<file path="config.mk">
export PLATFORM = sky130hd
export DESIGN_NAME = imm_gen_stage
export DESIGN_NICKNAME = d
export VERILOG_FILES = /design/src/rtl/imm_pkg.sv /design/src/rtl/imm_gen_stage_imm_decode.sv /design/src/rtl/imm_gen_stage.sv
export SDC_FILE = /design/constraint.sdc
export NUM_CORES = 1
export LEC_CHECK = 0
export CELL_PAD_IN_SITES_DETAIL_PLACEMENT = 0
export CELL_PAD_IN_SITES_GLOBAL_PLACEMENT = 1
export CORE_ASPECT_RATIO = 1.1
export CORE_UTILIZATION = 38
export DETAILED_ROUTE_END_ITERATION = 6
export PLACE_DENSITY = 0.81
export REMOVE_ABC_BUFFERS = 1
export SYNTH_ARGS = -nofsm -noshare
export SYNTH_HDL_FRONTEND = slang
export SYNTH_SLANG_ARGS = --single-unit
</file>
<file path="constraint.sdc">
create_clock -name clk -period 4.2 [get_ports clk]
set_input_delay 1.26 -clock clk [delete_from_list [all_inputs] [get_ports clk]]
set_output_delay 1.26 -clock clk [all_outputs]
set_load 0.05 [all_outputs]
</file>
<file path="src/rtl/imm_pkg.sv">
// Shared definitions for the immediate generator: format select codes and widths.
// Used by the combinational decoder and by the registered pipeline stage.
package imm_pkg;

    localparam int IMM_SRC_W = 3;

    localparam logic [IMM_SRC_W-1:0] IMM_I   = 3'd0;
    localparam logic [IMM_SRC_W-1:0] IMM_S   = 3'd1;
    localparam logic [IMM_SRC_W-1:0] IMM_B   = 3'd2;
    localparam logic [IMM_SRC_W-1:0] IMM_J   = 3'd3;
    localparam logic [IMM_SRC_W-1:0] IMM_U   = 3'd4;
    localparam logic [IMM_SRC_W-1:0] IMM_Z   = 3'd5;
    localparam logic [IMM_SRC_W-1:0] IMM_SH  = 3'd6;
    localparam logic [IMM_SRC_W-1:0] IMM_RSV = 3'd7;

endpackage

</file>
<file path="src/rtl/imm_gen_stage_imm_decode.sv">
// Purely combinational immediate extraction and extension to XLEN.
// Shared with the single-cycle core, so it carries no state.
module imm_decode
    import imm_pkg::*;
#(
    parameter int XLEN = 32
) (
    input  logic [31:0]          instr,
    input  logic [IMM_SRC_W-1:0] imm_src,
    output logic [XLEN-1:0]      imm,
    output logic                 illegal
);

    // Format select: signed casts sign-extend, unsigned casts zero-extend.
    always_comb begin
        imm     = '0;
        illegal = 1'b0;
        case (imm_src)
            IMM_I:  imm = XLEN'($signed(instr[31:20]));
            IMM_S:  imm = XLEN'($signed({instr[31:25], instr[11:7]}));
            IMM_B:  imm = XLEN'($signed({instr[31], instr[7], instr[30:25],
                                         instr[11:8], 1'b0}));
            IMM_J:  imm = XLEN'($signed({instr[31], instr[19:12], instr[20],
                                         instr[30:21], 1'b0}));
            IMM_U:  imm = XLEN'($signed({instr[31:12], 12'b0}));
            IMM_Z:  imm = XLEN'(instr[19:15]);
            IMM_SH: begin
                if (XLEN == 64) begin
                    imm = XLEN'(instr[25:20]);
                end else begin
                    imm = XLEN'(instr[24:20]);
                end
            end
            IMM_RSV: begin
                imm     = '0;
                illegal = 1'b1;
            end
            default: begin
                imm     = '0;
                illegal = 1'b0;
            end
        endcase
    end

endmodule

</file>
<file path="src/rtl/imm_gen_stage.sv">
// Registered immediate generator stage with a 2-entry skid buffer.
// in_ready comes straight from a flop so out_ready never reaches it combinationally.
module imm_gen_stage
    import imm_pkg::*;
#(
    parameter int XLEN  = 32,
    parameter int TAG_W = 8
) (
    input  logic                 clk,
    input  logic                 rst,
    input  logic                 flush,
    input  logic                 in_valid,
    output logic                 in_ready,
    input  logic [31:0]          in_instr,
    input  logic [IMM_SRC_W-1:0] in_imm_src,
    input  logic [TAG_W-1:0]     in_tag,
    output logic                 out_valid,
    input  logic                 out_ready,
    output logic [XLEN-1:0]      out_imm,
    output logic [TAG_W-1:0]     out_tag,
    output logic                 out_illegal
);

    logic [XLEN-1:0]  dec_imm;
    logic             dec_illegal;
    logic             accept;
    logic             advance;

    logic             out_valid_q,   out_valid_d;
    logic [XLEN-1:0]  out_imm_q,     out_imm_d;
    logic [TAG_W-1:0] out_tag_q,     out_tag_d;
    logic             out_illegal_q, out_illegal_d;
    logic             skid_valid_q,   skid_valid_d;
    logic [XLEN-1:0]  skid_imm_q,     skid_imm_d;
    logic [TAG_W-1:0] skid_tag_q,     skid_tag_d;
    logic             skid_illegal_q, skid_illegal_d;
    logic             in_ready_q,     in_ready_d;

    imm_decode #(.XLEN(XLEN)) u_decode (
        .instr   (in_instr),
        .imm_src (in_imm_src),
        .imm     (dec_imm),
        .illegal (dec_illegal)
    );

    assign accept  = in_valid & in_ready_q;
    assign advance = ~out_valid_q | out_ready;

    // Next-state: output slot refills from skid first to keep FIFO order.
    always_comb begin
        out_valid_d    = out_valid_q;
        out_imm_d      = out_imm_q;
        out_tag_d      = out_tag_q;
        out_illegal_d  = out_illegal_q;
        skid_valid_d   = skid_valid_q;
        skid_imm_d     = skid_imm_q;
        skid_tag_d     = skid_tag_q;
        skid_illegal_d = skid_illegal_q;
        if (flush) begin
            out_valid_d  = 1'b0;
            skid_valid_d = 1'b0;
        end else if (advance) begin
            if (skid_valid_q) begin
                out_valid_d   = 1'b1;
                out_imm_d     = skid_imm_q;
                out_tag_d     = skid_tag_q;
                out_illegal_d = skid_illegal_q;
                skid_valid_d  = accept;
                if (accept) begin
                    skid_imm_d     = dec_imm;
                    skid_tag_d     = in_tag;
                    skid_illegal_d = dec_illegal;
                end else begin
                    skid_imm_d     = skid_imm_q;
                end
            end else if (accept) begin
                out_valid_d   = 1'b1;
                out_imm_d     = dec_imm;
                out_tag_d     = in_tag;
                out_illegal_d = dec_illegal;
            end else begin
                out_valid_d   = 1'b0;
            end
        end else begin
            if (accept) begin
                skid_valid_d   = 1'b1;
                skid_imm_d     = dec_imm;
                skid_tag_d     = in_tag;
                skid_illegal_d = dec_illegal;
            end else begin
                skid_valid_d   = skid_valid_q;
            end
        end
        in_ready_d = ~skid_valid_d;
    end

    // State registers with asynchronous reset to an empty, ready stage.
    always_ff @(posedge clk or posedge rst) begin
        if (rst) begin
            out_valid_q    <= 1'b0;
            out_imm_q      <= '0;
            out_tag_q      <= '0;
            out_illegal_q  <= 1'b0;
            skid_valid_q   <= 1'b0;
            skid_imm_q     <= '0;
            skid_tag_q     <= '0;
            skid_illegal_q <= 1'b0;
            in_ready_q     <= 1'b1;
        end else begin
            out_valid_q    <= out_valid_d;
            out_imm_q      <= out_imm_d;
            out_tag_q      <= out_tag_d;
            out_illegal_q  <= out_illegal_d;
            skid_valid_q   <= skid_valid_d;
            skid_imm_q     <= skid_imm_d;
            skid_tag_q     <= skid_tag_d;
            skid_illegal_q <= skid_illegal_d;
            in_ready_q     <= in_ready_d;
        end
    end

    assign in_ready    = in_ready_q;
    assign out_valid   = out_valid_q;
    assign out_imm     = out_imm_q;
    assign out_tag     = out_tag_q;
    assign out_illegal = out_illegal_q;

endmodule

</file>
Word-level counts from Yosys, hierarchy flattened
Cells that the tools add are included.
{"block": "word_totals", "register_bits": 85, "output_inout_bits": 43, "word_cells": 52, "in_bits": 48}
{"block": "op_classes", "reduce_logical": 5, "n_mux": 25, "eq_ne": 8, "bitwise": 5}
{"operator": "$pmux 32 s8", "n": 1}
{"operator": "$mux 32", "n": 5}
{"operator": "$mux 8", "n": 5}
{"operator": "$mux 1", "n": 14}
{"operator": "$eq 3x3->1 const B", "n": 4}
{"operator": "$eq 3x2->1 const B", "n": 2}
{"operator": "$reduce_bool 2->1", "n": 2}
{"operator": "$eq 3x1->1 const B", "n": 1}
{"operator": "$logic_not 3->1", "n": 1}
{"operator": "$not 1->1", "n": 3}
{"operator": "$reduce_and 3->1", "n": 1}
{"operator": "$ne 2x1->1 const B", "n": 1}
{"operator": "$reduce_and 2->1", "n": 1}
{"operator": "$and 1x1->1", "n": 1}
{"operator": "$or 1x1->1", "n": 1}

Depth between registers and ports, before layout
{"block": "depth", "depth_word": 5, "ltp_mapped": 7, "ltp_nobuf": 4}

Hierarchy
Synthesis repeated with hierarchy kept, for this count alone.
{"block": "hier_totals", "hier_cells": 317, "area_unflattened_um2": 4431.8}
{"module": "imm_gen_stage", "area_per_inst_um2": 3844.9, "seq_area_each_um2": 2128.3, "cells_per_inst": 233, "n_inst": 1}
{"module": "imm_decode", "area_per_inst_um2": 586.8, "seq_area_each_um2": 0.0, "cells_per_inst": 84, "n_inst": 1}

Least setup slack after synthesis
No wires, ideal clock.
{"block": "synth_timing", "path_type": "input -> register", "startpoint": "input in_imm_src[2]", "endpoint": "register out_imm_q[20] (netlist: out_imm[20])", "path_buffers": 2, "arrival_ns": 2.196, "required_time_ns": 4.075, "setup_ns": 0.125, "path_stages": 6, "setup_slack_ns": 1.879, "path_cell_list": "clkbuf_1 nor3b_2 buf_2 a21oi_1 o21ai_0 mux2_2"}
{"block": "synth_via", "elab_chain_cells": 4, "word_cells_on_any_way": 11, "cone_classes": "7 x eq/ne; 3 x mux; 1 x reduce/logical"}
{"element": "from (decl)", "line_no": "imm_gen_stage.sv:15", "rtl": "input logic [IMM_SRC_W-1:0] in_imm_src,"}
{"element": "$eq 3x3->1, or another cell as far along", "line_no": "imm_gen_stage_imm_decode.sv:18", "rtl": "case (imm_src)"}
{"element": "$pmux 32 s8 *", "line_no": "imm_gen_stage_imm_decode.sv:18"}
{"element": "$mux 32 *", "line_no": "imm_gen_stage.sv:76", "rtl": "end else if (accept) begin"}
{"element": "$mux 32 *", "line_no": "imm_gen_stage.sv:63", "rtl": "if (skid_valid_q) begin"}
{"element": "to (signal assigned)", "line_no": "imm_gen_stage.sv:111", "rtl": "out_imm_q <= out_imm_d;"}
{"element": "to (decl)", "line_no": "imm_gen_stage.sv:30", "rtl": "logic [XLEN-1:0] out_imm_q, out_imm_d;"}
Mark *: on every way between the ends. The rest lies on a longest branch, timed or not. The select of a mux whose other input is x is not followed.
A chain may end at the register's enable or synchronous reset.

Worst setup path after layout
{"block": "layout_timing", "startpoint": "input in_imm_src[1]", "endpoint": "register out_imm_q[29] (netlist: out_imm[29])"}
Same word-level chain as after synthesis.

==> results by group <==
Status
  • Status: complete, no violations

Cells and area
  • Count of filler cells inserted in the layout: roughly 980
  • Relative area change from synthesis to final layout: 28.0%
  • Antenna diode count: 0
  • Share of cells above drive strength 1: 0.126
  • Design Area, Final: 0.00539 sq mm
  • Combined area of the multi-input logic cells: 0.00188 sq mm
  • Number of nets in the final layout: ~570
  • Register Area: between 0.002 and 0.0025 sq mm
  • Post-route insts no fill: ~670
  • Core occupancy in the finished layout: 0.509

Worst hold path
  • Startpoint of the tightest hold check path: out_imm[8]
  • WHS Path Cells: 2
  • Endpoint, Worst Hold: out_imm[8]
  • Class of the tightest hold or removal check: reg -> reg

Route
  • Routed wire length on met2: approximately 4.6 mm
  • Post-route ant nets: 0
  • First-pass iteration count of the detailed router: 4
  • Total routed wire length on the met1 layer: around 4.7 mm
  • Wire length on met3: about 380 microns
  • Aggregate routed wire length: 9.87 mm
  • Per-cell routed wire length: between 10 and 15 microns
  • DRC Markers: 0
  • Highest routed layer: met4
  • Routed via count divided by cell count: 4.98
  • DRC violation total after the first TritonRoute iteration: about 170
  • Vias after detailed routing: between 3k and 4k

Logic synthesis
  • Adder-cell share of the synthesized area: 0
  • Share of async-settable or async-resettable flops after synthesis: 1.00
  • Number of warnings printed during yosys synthesis: 0
  • Top post-synthesis cells by area: sky130_fd_sc_hd__dfrtp_1 (50%), sky130_fd_sc_hd__nand2_1 (11%), sky130_fd_sc_hd__o21ai_1 (4.5%)
  • Synth top area share: 0.499
  • XOR/XNOR Fraction of Synth Area: 0.00653
  • Count of distinct cell types in the synthesized netlist: 39
  • Post-synthesis cell type with the largest combined area: sky130_fd_sc_hd__dfrtp_1
  • Synthesized instance count: approximately 450
  • Compound-cell area share of the yosys netlist: 0.167
  • Synth Area per Inst: roughly 9.3 sq um
  • Most instantiated flip-flop cell in the synthesis netlist: sky130_fd_sc_hd__dfrtp_1
  • Post-synthesis simple-gate area fraction: 0.196
  • Fraction of the yosys area taken by sequential cells: 0.505
  • Synthesis-stage register bit count: 85
  • Number of synthesized flops with an enable pin: 0
  • Fraction of synthesized area in multiplexers: 0.0757
  • Total standard cell area after synthesis: around 0.0042 sq mm
  • Largest family of logic cells by synthesized area: simple AND/OR/NAND/NOR gates

Clock network
  • Hold_buf cts: 0
  • Maximum root-to-sink buffer count: 2
  • CTS sink count: 85
  • CTS tree: built
  • Buffers inserted by post-CTS timing repair: 0
  • CTS buffer count: 9
  • Depth of the CTS H-tree: 3
  • Latest clock arrival within the worst-skew pair: 330 ps
  • Post_cts resized: 0
  • Master cell of the clock root buffer: sky130_fd_sc_hd__clkbuf_16
  • Clock transition at the registers of the reported paths: ~70 ps

Placed design
  • Total half-perimeter wirelength after legalization and detailed placement: between 6 and 7 mm
  • Setup WS pre-CTS: 717 ps
  • Placed Instances: between 600 and 700
  • Standard cell area after detailed placement: 0.00511 sq mm
  • Placer Congestion: ~0.73
  • PortBufs: 83

STA
  • Max-Slew Margin vs Limit: 0.376
  • Final setup violating endpoints: 0
  • RSZ-0062 raised after global routing: false
  • Slew Viols, Final: 0
  • Worst hold slack after final layout: roughly 460 ps
  • Final critical-path setup slack: between 1000 and 1500 ps
  • Transition time at the pin with the least slew margin: between 900 and 1000 ps
  • Setup TNS: 0 ps
  • Period minus WS final: between 3000 and 4000 ps
  • Timing-limited maximum frequency: between 300 and 400 MHz
  • Hold Fails Final Rpt: 0
  • Layout Skew: 7.43 ps
  • Post-route clock period utilization: 0.747

Global routing
  • Maximum number of pins on one net before global-route repair: between 40 and 50
  • First-pass GRT wire length: 16.9 mm
  • Remaining global-route overflow: 0
  • Via count of the first global-routing pass: around 3.3k
  • Total global routing track utilization: 0.188
  • Number of antenna violations at the first check in global routing: 0

Worst setup path
  • Worst R2R Setup Slack: roughly 2100 ps
  • Path depth of the worst reg2reg path: 5
  • Sort of element at the end of the critical path: register
  • Worst EP arrival: around 3400 ps
  • Setup CP Type: in -> reg
  • Worst Path Max Fanout: 16
  • Beginning of the worst register-to-register path: skid_valid_q
  • Crit start category: primary input
  • Required time at the endpoint of the critical path: between 4000 and 5000 ps
  • R2R Path End: out_imm[18]

Floorplanning
  • Die width: just over 100 microns
  • Placement Rows: 39
  • Number of ports placed on the die boundary: approximately 90
  • Core region area: around 0.011 sq mm
  • Chip Height: 112 microns
  • Initial cell density of the core: 0.398
  • Die Area: roughly 0.012 sq mm

Power and ir drop
  • Post-route total power: around 2.6 mW
  • P per Cell Area: between 400 and 500 mW/mm^2
  • Worst IR drop on VDD: approximately 0.00025 V
  • Leakage power of the design: between 2 and 2.5 nW

Run
  • Max capacitance violation total: 0
layout make-up:
class / instances / share of cell area
flip-flops and latches: 85 / 0.395
multi-input cells: 328 / 0.348
repair buffers: 92 / 0.169
clock buffers: 10 / 0.0443
well taps: 143 / 0.0332
clock inverters: 6 / 0.00858
inverters: 3 / 0.00232
per-layer routing:
layer | up-vias | track usage
met5 | - | 0
met4 | 0 | 0.0543
met3 | 14 | 0.0405
met2 | 77 | 0.290
met1 | 1568 | 0.264
li1 | 1665 | -
synthesized netlist by cell type (2+ instances only):
cell	count
sky130_fd_sc_hd__o21ai_1	38
sky130_fd_sc_hd__nand2_1	120
sky130_fd_sc_hd__mux2_2	15
sky130_fd_sc_hd__nand3_1	24
sky130_fd_sc_hd__mux2i_1	15
sky130_fd_sc_hd__a21oi_1	32
sky130_fd_sc_hd__o21ai_0	20
sky130_fd_sc_hd__buf_6	3
sky130_fd_sc_hd__nor2_1	12
sky130_fd_sc_hd__inv_1	2
sky130_fd_sc_hd__a22oi_1	4
sky130_fd_sc_hd__o211ai_2	13
sky130_fd_sc_hd__nand2b_1	8
sky130_fd_sc_hd__clkbuf_1	9
sky130_fd_sc_hd__nor2b_1	2
sky130_fd_sc_hd__buf_2	21
sky130_fd_sc_hd__dfrtp_1	84
sky130_fd_sc_hd__buf_4	3
sky130_fd_sc_hd__nand3b_1	8
registers in the layout (all words and copies together) (netlist names), 8 cells and up:
register    count
out_tag         8
out_imm        32
skid_tag_q      8
skid_imm_q     32
worst max-delay path, cell delays in order:
cell and delay (ps):
sky130_fd_sc_hd__clkdlybuf4s50_1 750, sky130_fd_sc_hd__nor3b_2 820, sky130_fd_sc_hd__a21oi_1 190, sky130_fd_sc_hd__o21ai_0 210, sky130_fd_sc_hd__mux2_2 170
worst max-delay path by stage:
stage	start	to	slack (ps)	cells past startpoint
after floorplan	rst	out_illegal	750	1
after global placement	in_imm_src[1]	out_imm[22]	750	5
after detailed placement	in_imm_src[1]	out_imm[24]	720	5
after CTS	in_imm_src[1]	out_imm[24]	1070	5
after global routing	in_imm_src[1]	out_imm[24]	850	5
final	in_imm_src[1]	out_imm[29]	1060	5
logic make-up (layout without fill, tap and decap cells):
family	Yosys count	in the layout
flip-flops	85	85
XOR/XNOR	1	1
buffers and inverters	40	111
AND/OR/NAND/NOR	183	183
AO/OA/AOI/OAI	114	114
multiplexers	30	30
layout by cell type (no fill, tap or decap), types with 9 or more instances in the layout:
cell,count
sky130_fd_sc_hd__clkbuf_16,9
sky130_fd_sc_hd__o21ai_1,38
sky130_fd_sc_hd__clkdlybuf4s50_1,83
sky130_fd_sc_hd__nor2_1,12
sky130_fd_sc_hd__a21oi_1,32
sky130_fd_sc_hd__o21ai_0,20
sky130_fd_sc_hd__nand3_1,24
sky130_fd_sc_hd__nand2_1,120
sky130_fd_sc_hd__o211ai_2,13
sky130_fd_sc_hd__mux2i_1,15
sky130_fd_sc_hd__mux2_2,15
sky130_fd_sc_hd__dfrtp_1,83
power breakdown:
group          leakage (nW)  internal [mW]  switching, mW
sequential             1.09          0.983         0.0877
combinational          1.08          0.277          0.472
clock                 0.135          0.421          0.343
total                  2.31           1.68          0.903
No activity file was read; power rests on OpenSTA's default activity.
